## src/rtl/seq_pkg.sv

```systemverilog
`default_nettype none
// +--------------------------------------------------------------------------+
// | Package   : seq_pkg                                                      |
// | Purpose   : Shared definitions for the serial sequence path: frame FSM   |
// |             state encoding, default payload/preamble sizes and a small   |
// |             sizing helper. Reused by the transmitter, the matching       |
// |             detector and the bench.                                      |
// | Revision  : 1.0  initial release                                         |
// +--------------------------------------------------------------------------+
package seq_pkg;

    localparam int DEFAULT_DATA_W  = 8;
    localparam int DEFAULT_PRE_LEN = 4;

    // Explicit encoding so every consumer of the package agrees on values.
    // PAR is always encoded; it is only reachable when parity is built in.
    typedef enum logic [2:0] {
        IDLE = 3'd0,
        PRE  = 3'd1,
        SEP  = 3'd2,
        DATA = 3'd3,
        PAR  = 3'd4
    } seq_state_e;

    function automatic int seq_max(input int a, input int b);
        return (a > b) ? a : b;
    endfunction

endpackage
`default_nettype wire

```

## src/rtl/seq_tx_if.sv

```systemverilog
`default_nettype none
// +--------------------------------------------------------------------------+
// | Interface : seq_tx_if                                                    |
// | Purpose   : Parallel word handshake plus serial line outputs of seq_tx.  |
// | Signals   : in_valid, in_data[DATA_W]  source -> transmitter             |
// |             in_ready, out, out_en,     transmitter -> source / line      |
// |             busy, done                                                   |
// | Modports  : master (data source side), slave (transmitter side)          |
// | Revision  : 1.0  initial release                                         |
// +--------------------------------------------------------------------------+
interface seq_tx_if #(
    parameter int DATA_W = seq_pkg::DEFAULT_DATA_W
) ();

    logic              in_valid;
    logic [DATA_W-1:0] in_data;
    logic              in_ready;
    logic              out;
    logic              out_en;
    logic              busy;
    logic              done;

    modport master (
        output in_valid,
        output in_data,
        input  in_ready,
        input  out,
        input  out_en,
        input  busy,
        input  done
    );

    modport slave (
        input  in_valid,
        input  in_data,
        output in_ready,
        output out,
        output out_en,
        output busy,
        output done
    );

endinterface
`default_nettype wire

```

## src/rtl/seq_piso.sv

```systemverilog
`default_nettype none
// +--------------------------------------------------------------------------+
// | Module    : seq_piso                                                     |
// | Purpose   : Loadable parallel-in / serial-out shift register, MSB first. |
// | Ports     : clk, rst         clock, synchronous active-high reset        |
// |             load, load_data  capture a new word (load beats shift)       |
// |             shift            move contents one place toward the MSB      |
// |             msb_next         MSB the register will hold after this edge  |
// | Revision  : 1.0  initial release                                         |
// +--------------------------------------------------------------------------+
module seq_piso #(
    parameter int DATA_W = 8
) (
    input  logic              clk,
    input  logic              rst,
    input  logic              load,
    input  logic              shift,
    input  logic [DATA_W-1:0] load_data,
    output logic              msb_next
);

    logic [DATA_W-1:0] sr_q;
    logic [DATA_W-1:0] sr_d;

    always_comb begin
        sr_d = sr_q;
        if (load) begin
            sr_d = load_data;
        end else if (shift) begin
            // A shift works for DATA_W == 1 too (register simply clears).
            sr_d = sr_q << 1;
        end
    end

    // Exposing the next MSB lets the owner register the serial bit so the
    // line output comes straight from a flop.
    assign msb_next = sr_d[DATA_W-1];

    always_ff @(posedge clk) begin
        if (rst) begin
            sr_q <= '0;
        end else begin
            sr_q <= sr_d;
        end
    end

endmodule
`default_nettype wire

```

## src/rtl/seq_tx.sv

```systemverilog
`default_nettype none
// +--------------------------------------------------------------------------+
// | Module    : seq_tx                                                       |
// | Purpose   : Serial frame transmitter. Accepts a word over valid/ready    |
// |             and sends PRE_LEN ones, one zero, then the payload MSB       |
// |             first, one bit per clock.                                    |
// | Ports     : clk, rst   clock, synchronous active-high reset              |
// |             bus        seq_tx_if.slave (in_valid/in_data/in_ready,       |
// |                        out, out_en, busy, done)                          |
// | Options   : SEQ_TX_PARITY_EN  append an even-parity bit after payload    |
// | Revision  : 1.0  initial release                                         |
// +--------------------------------------------------------------------------+
module seq_tx
    import seq_pkg::*;
#(
    parameter int DATA_W  = DEFAULT_DATA_W,
    parameter int PRE_LEN = DEFAULT_PRE_LEN
) (
    input  logic    clk,
    input  logic    rst,
    seq_tx_if.slave bus
);

    localparam int CNT_W = $clog2(seq_max(PRE_LEN, DATA_W) + 1);
    localparam logic [CNT_W-1:0] C_PRE_LAST  = CNT_W'(PRE_LEN - 1);
    localparam logic [CNT_W-1:0] C_DATA_LAST = CNT_W'(DATA_W - 1);

    seq_state_e       state_q, state_d;
    logic [CNT_W-1:0] cnt_q, cnt_d;
    logic             out_q, out_d;
    logic             out_en_q, out_en_d;
    logic             busy_q, busy_d;
    logic             done_q, done_d;
    logic             in_ready_q, in_ready_d;
    logic             load;
    logic             shift;
    logic             msb_next;
`ifdef SEQ_TX_PARITY_EN
    logic             parity_q, parity_d;
`endif

    seq_piso #(
        .DATA_W    (DATA_W)
    ) u_piso (
        .clk       (clk),
        .rst       (rst),
        .load      (load),
        .shift     (shift),
        .load_data (bus.in_data),
        .msb_next  (msb_next)
    );

    always_comb begin
        state_d = state_q;
        load    = 1'b0;
        shift   = 1'b0;

        case (state_q)
            // in_ready is 1 exactly in IDLE, so in_valid alone completes
            // the handshake here.
            IDLE: begin
                if (bus.in_valid) begin
                    load    = 1'b1;
                    state_d = PRE;
                end
            end
            PRE: begin
                if (cnt_q == C_PRE_LAST) begin
                    state_d = SEP;
                end
            end
            SEP: begin
                state_d = DATA;
            end
            DATA: begin
                shift = 1'b1;
                if (cnt_q == C_DATA_LAST) begin
`ifdef SEQ_TX_PARITY_EN
                    state_d = PAR;
`else
                    state_d = IDLE;
`endif
                end
            end
`ifdef SEQ_TX_PARITY_EN
            PAR: begin
                state_d = IDLE;
            end
`endif
            default: begin
                state_d = IDLE;
            end
        endcase

        // One counter serves PRE and DATA; it restarts on every transition.
        cnt_d = (state_d != state_q) ? '0 : cnt_q + CNT_W'(1);

`ifdef SEQ_TX_PARITY_EN
        parity_d = load ? ^bus.in_data : parity_q;
`endif

        // Outputs are decoded from the next state so they land in flops and
        // line up with the state they describe.
        out_d = 1'b0;
        case (state_d)
            PRE:     out_d = 1'b1;
            DATA:    out_d = msb_next;
`ifdef SEQ_TX_PARITY_EN
            PAR:     out_d = parity_d;
`endif
            default: out_d = 1'b0;
        endcase

        out_en_d   = (state_d != IDLE);
        busy_d     = (state_d != IDLE);
        in_ready_d = (state_d == IDLE);
`ifdef SEQ_TX_PARITY_EN
        done_d     = (state_d == PAR);
`else
        done_d     = (state_d == DATA) && (cnt_d == C_DATA_LAST);
`endif
    end

    always_ff @(posedge clk) begin
        if (rst) begin
            state_q    <= IDLE;
            cnt_q      <= '0;
            out_q      <= 1'b0;
            out_en_q   <= 1'b0;
            busy_q     <= 1'b0;
            done_q     <= 1'b0;
            in_ready_q <= 1'b1;
`ifdef SEQ_TX_PARITY_EN
            parity_q   <= 1'b0;
`endif
        end else begin
            state_q    <= state_d;
            cnt_q      <= cnt_d;
            out_q      <= out_d;
            out_en_q   <= out_en_d;
            busy_q     <= busy_d;
            done_q     <= done_d;
            in_ready_q <= in_ready_d;
`ifdef SEQ_TX_PARITY_EN
            parity_q   <= parity_d;
`endif
        end
    end

    assign bus.out      = out_q;
    assign bus.out_en   = out_en_q;
    assign bus.busy     = busy_q;
    assign bus.done     = done_q;
    assign bus.in_ready = in_ready_q;

endmodule
`default_nettype wire

```

## src/flat_wrapper.sv

```systemverilog
// flat-port wrapper written by rule: the top's interface ports become plain ports
module seq_tx_flat import seq_pkg::*;
#(
    parameter int DATA_W  = DEFAULT_DATA_W,
    parameter int PRE_LEN = DEFAULT_PRE_LEN
)
  (clk, rst, bus_in_valid, bus_in_data, bus_in_ready, bus_out, bus_out_en, bus_busy, bus_done);
  seq_tx_if #(.DATA_W(DATA_W)) bus_i ();
  input  logic clk;
  input  logic rst;
  input wire logic [$bits(bus_i.in_valid)-1:0] bus_in_valid;
  input wire logic [$bits(bus_i.in_data)-1:0] bus_in_data;
  output wire logic [$bits(bus_i.in_ready)-1:0] bus_in_ready;
  output wire logic [$bits(bus_i.out)-1:0] bus_out;
  output wire logic [$bits(bus_i.out_en)-1:0] bus_out_en;
  output wire logic [$bits(bus_i.busy)-1:0] bus_busy;
  output wire logic [$bits(bus_i.done)-1:0] bus_done;
  assign bus_i.in_valid = bus_in_valid;
  assign bus_i.in_data = bus_in_data;
  assign bus_in_ready = bus_i.in_ready;
  assign bus_out = bus_i.out;
  assign bus_out_en = bus_i.out_en;
  assign bus_busy = bus_i.busy;
  assign bus_done = bus_i.done;
  seq_tx #(.DATA_W(DATA_W), .PRE_LEN(PRE_LEN)) u_core (.clk(clk), .rst(rst), .bus(bus_i));
endmodule
```

## config.mk

```make
export PLATFORM = sky130hd
export DESIGN_NAME = seq_tx_flat
export DESIGN_NICKNAME = d
export VERILOG_FILES = /design/src/rtl/seq_pkg.sv /design/src/rtl/seq_tx_if.sv /design/src/rtl/seq_piso.sv /design/src/rtl/seq_tx.sv /design/src/flat_wrapper.sv
export SDC_FILE = /design/constraint.sdc
export NUM_CORES = 1
export LEC_CHECK = 0
export BUFFER_PORTS_ARGS = -buffer_cell sky130_fd_sc_hd__clkbuf_2
export CAP_MARGIN = 20
export CORE_MARGIN = 4
export CORE_UTILIZATION = 30
export CTS_CLUSTER_SIZE = 30
export DETAILED_ROUTE_END_ITERATION = 8
export PLACE_DENSITY = 0.47
export SETUP_SLACK_MARGIN = 0.15
export SYNTH_ARGS = -nofsm -noshare
export SYNTH_HDL_FRONTEND = slang
export SYNTH_SLANG_ARGS = --single-unit
```

## constraint.sdc

```tcl
create_clock -name clk -period 1.4 [get_ports clk]
set_clock_uncertainty 0.05 [all_clocks]
set_input_delay 0.42 -clock clk [delete_from_list [all_inputs] [get_ports clk]]
set_output_delay 0.42 -clock clk [all_outputs]
set_load 0.03 [all_outputs]
```

==> run summary <==
status = finished, violations left
failing checks = negative setup slack
clock sinks = 19
total CTS buffers = 3
Hold-fix buffers, CTS = 0
CP max stage delay = 0.40 ns
Vias = 689
sequential-to-total area share from yosys stat = 0.4648
placer congestion estimate = 0.7393
starting density of the core = 0.3215
Root Driver = clkbuf_4
All-Layer GR Usage = 0.1083
period utilization = 1.062
largest net degree at the start of global routing = 11
total of fill cells in the finished design = 245
Die Ht = 60.23 um
drt first pass iters = 3
Fin. Hold Viols = 0
diode count = 0
Total Power = 1.010 mW
Multi-input gate area = 484.2 sq um
htree depth = 1
DP Area = 1003 sq um
synth warn = 0
Max Root-Sink Buffers = 2
critical path endpoint = u_core.cnt_q[2]$_SDFF_PP0_
final WL = 1727 um
share of cells above drive strength 1 = 0.5614
FF-to-FF Start = u_core.cnt_q[1]$_SDFF_PP0_
vias in the first global route = 698
reg2reg end = u_core.cnt_q[2]$_SDFF_PP0_
worst-case vdd ir drop = 0.0007219 V
dpl ws = -0.1133 ns
top fanout value on the critical path = 4
Reg2Reg Depth = 5
CP max stage cell = or3_4
global-route wire length before repair = 2973 um
Achievable Freq = 0.6728 GHz
Post-Syn Nets = 95
initial DRC count = 12
Worst Setup End Kind = flip-flop
die area = 3627 sq um
Hold Path Class = primary input to flip-flop
DRC Markers = 0
clock-pin slew reported for the worst setup and hold paths after clock tree synthesis = 0.09 ns
P&R area growth vs syn = 50.00%
initial antenna violation count = 0
sum of negative setup slack = -0.2958 ns
Final Setup Violations = 6
Cell variety after synth = 29
r2r setup slk = -0.09 ns
crit path kind = flip-flop to flip-flop
num rows = 18
number of vias per cell = 4.785
Crit path arrival time = 1.66 ns
Critical path origin = u_core.cnt_q[1]$_SDFF_PP0_
CORE AREA = 2545 sq um
gr ovfl total = 0
Slew Viols, Final = 0
PortBufs = 15
Yosys reg bits = 19
Avg WL per Cell = 11.99 um
die width = 60.23 um
crit-path cells = ha_4 > and3b_1 > a21o_1 > or3_4 > nor2_1
startpoint type of the worst setup path = flip-flop
nets = 127
Mapped Avg Cell Area = 9.859 sq um
Final min period = 1.486 ns
IO Count = 16
TritonCTS clock tree = built
Sequential cell area = 396.6 sq um
synthesized area = 818.3 sq um
clk_lat worst skew = 0.29 ns
WP data required = 1.57 ns
leakage power = 0.4766 nW
DP HPWL = 1276 um
Util after Layout = 0.4823
DRT antenna net count = 0
max-cap viol count = 0
Syn Inst Count = 83
Finished Cell Area = 1227 sq um
pwr/cell area = 823.1 nW/um^2
RSZ-0062 raised after global routing = yes
Worst Setup Slack, final = -0.08635 ns
[cell usage in the layout, fill, tap and decap left out, types with 2 or more instances in the layout]
master / netlist / final
a21oi_2: 1 / 4
o211ai_1: 2 / 2
buf_8: 0 / 5
dfxtp_2: 0 / 7
clkbuf_4: 0 / 3
nand2_1: 6 / 6
buf_4: 2 / 13
nor4b_4: 1 / 2
nor2_1: 8 / 7
nor2_4: 0 / 2
inv_1: 4 / 4
dfxtp_1: 19 / 10
dfxtp_4: 0 / 2
and3b_1: 2 / 2
nor2b_1: 2 / 2
buf_6: 1 / 4
a21oi_1: 8 / 5
xnor2_1: 3 / 3
a22oi_2: 0 / 7
clkbuf_2: 0 / 10
nand3_1: 2 / 2
[worst min-delay path by stage]
stage	start	to	slack, ns	depth (start not counted)
final	rst	u_core.state_q[1]$_SDFF_PP0_	0.29	2
after global routing	rst	u_core.state_q[1]$_SDFF_PP0_	0.30	2
after CTS	rst	u_core.state_q[1]$_SDFF_PP0_	0.27	2
after detailed placement	u_core.u_piso.sr_q[3]$_SDFFE_PP0P_	u_core.u_piso.sr_q[3]$_SDFFE_PP0P_	0.41	2
after global placement	u_core.u_piso.sr_q[3]$_SDFFE_PP0P_	u_core.u_piso.sr_q[3]$_SDFFE_PP0P_	0.40	2
after floorplan	u_core.cnt_q[0]$_SDFF_PP0_	u_core.cnt_q[0]$_SDFF_PP0_	0.38	1
[flip-flops by register name, indices dropped and copies added, names as in the netlist]
register	count
u_core.bus.in_ready	1
u_core.bus.out_en	1
u_core.bus.done	1
u_core.state_q	3
u_core.cnt_q	4
u_core.bus.out	1
u_core.u_piso.sr_q	8
[metrics by stage]
stage / cells / hold slack, ns
final: 144 / 0.2895
after global routing: 144 / 0.2968
after CTS: 143 / 0.2693
after detailed placement: 135 / 0.4053
after global placement: 135 / 0.3997
after floorplan: 83 / 0.3784
[power by group]
| group | switching [mW] | internal (mW) |
|---|---|---|
| sequential | 0.0199 | 0.562 |
| combinational | 0.0773 | 0.0895 |
| clock | 0.151 | 0.111 |
| total | 0.248 | 0.762 |
[cell usage after synthesis]
| library cell | instances | share of area |
|---|---|---|
| buf_2 | 2 | 0.012 |
| a21o_1 | 1 | 0.0092 |
| or3b_1 | 1 | 0.011 |
| and3b_1 | 2 | 0.021 |
| or3_4 | 1 | 0.014 |
| a21oi_2 | 1 | 0.011 |
| a31oi_2 | 1 | 0.015 |
| conb_1 | 1 | 0.0046 |
| nand4b_1 | 1 | 0.011 |
| nor2_2 | 1 | 0.0077 |
| nand2_1 | 6 | 0.028 |
| nor2_1 | 8 | 0.037 |
| inv_1 | 4 | 0.018 |
| or4b_4 | 1 | 0.017 |
| ha_1 | 1 | 0.015 |
| buf_6 | 1 | 0.014 |
| o211ai_1 | 2 | 0.018 |
| mux2i_1 | 1 | 0.012 |
| o21a_1 | 1 | 0.0092 |
| a21oi_1 | 8 | 0.049 |
| dfxtp_1 | 19 | 0.46 |
| a41oi_2 | 1 | 0.020 |
| nand3_1 | 2 | 0.012 |
| nor4b_4 | 1 | 0.029 |
| xnor2_1 | 3 | 0.032 |
| buf_4 | 2 | 0.018 |
| a22oi_1 | 7 | 0.064 |
| nor4b_1 | 1 | 0.011 |
| nor2b_1 | 2 | 0.015 |
[cells by family after synthesis]
logic type,Yosys count,synth area share
fa+ha+maj,1,0.01529
flops,19,0.4648
buf+inv,9,0.06268
compound gates,22,0.1957
other cells,1,0.004583
simple gates,27,0.2125
mux,1,0.01223
xor+xnor,3,0.03212
[metal layers]
layer | up-vias | wire length (um) | GRT usage
met1 | 327 | 802 | 0.1307
met5 | - | 0 | 0
met2 | 10 | 848 | 0.1806
met3 | 0 | 76 | 0.04536
met4 | 0 | 0 | 0.01899
li1 | 352 | - | -
[layout make-up]
class | instances | area share
Clock buffer | 4 | 0.02141
Tap cell | 30 | 0.03058
Inverter | 4 | 0.01223
Sequential cell | 19 | 0.3231
Timing Repair Buffer | 32 | 0.2181
Multi-Input combinational cell | 55 | 0.3945
[repair_timing]
action | CTS | global route
buffers inserted | 4 | 1
gates resized for setup | 34 | 9
setup endpoints to repair | 22 | 23
pin swaps | 11 | 1
[critical path: cells and delay by family, from the launching register on]
family,cells,cell delay (ns)
and+or+nand+nor,3,0.69
DFF,1,0.35
adders and majority gates,1,0.17
AOI/OAI and AO/OA,1,0.17
No activity file was read; power rests on OpenSTA's default activity.
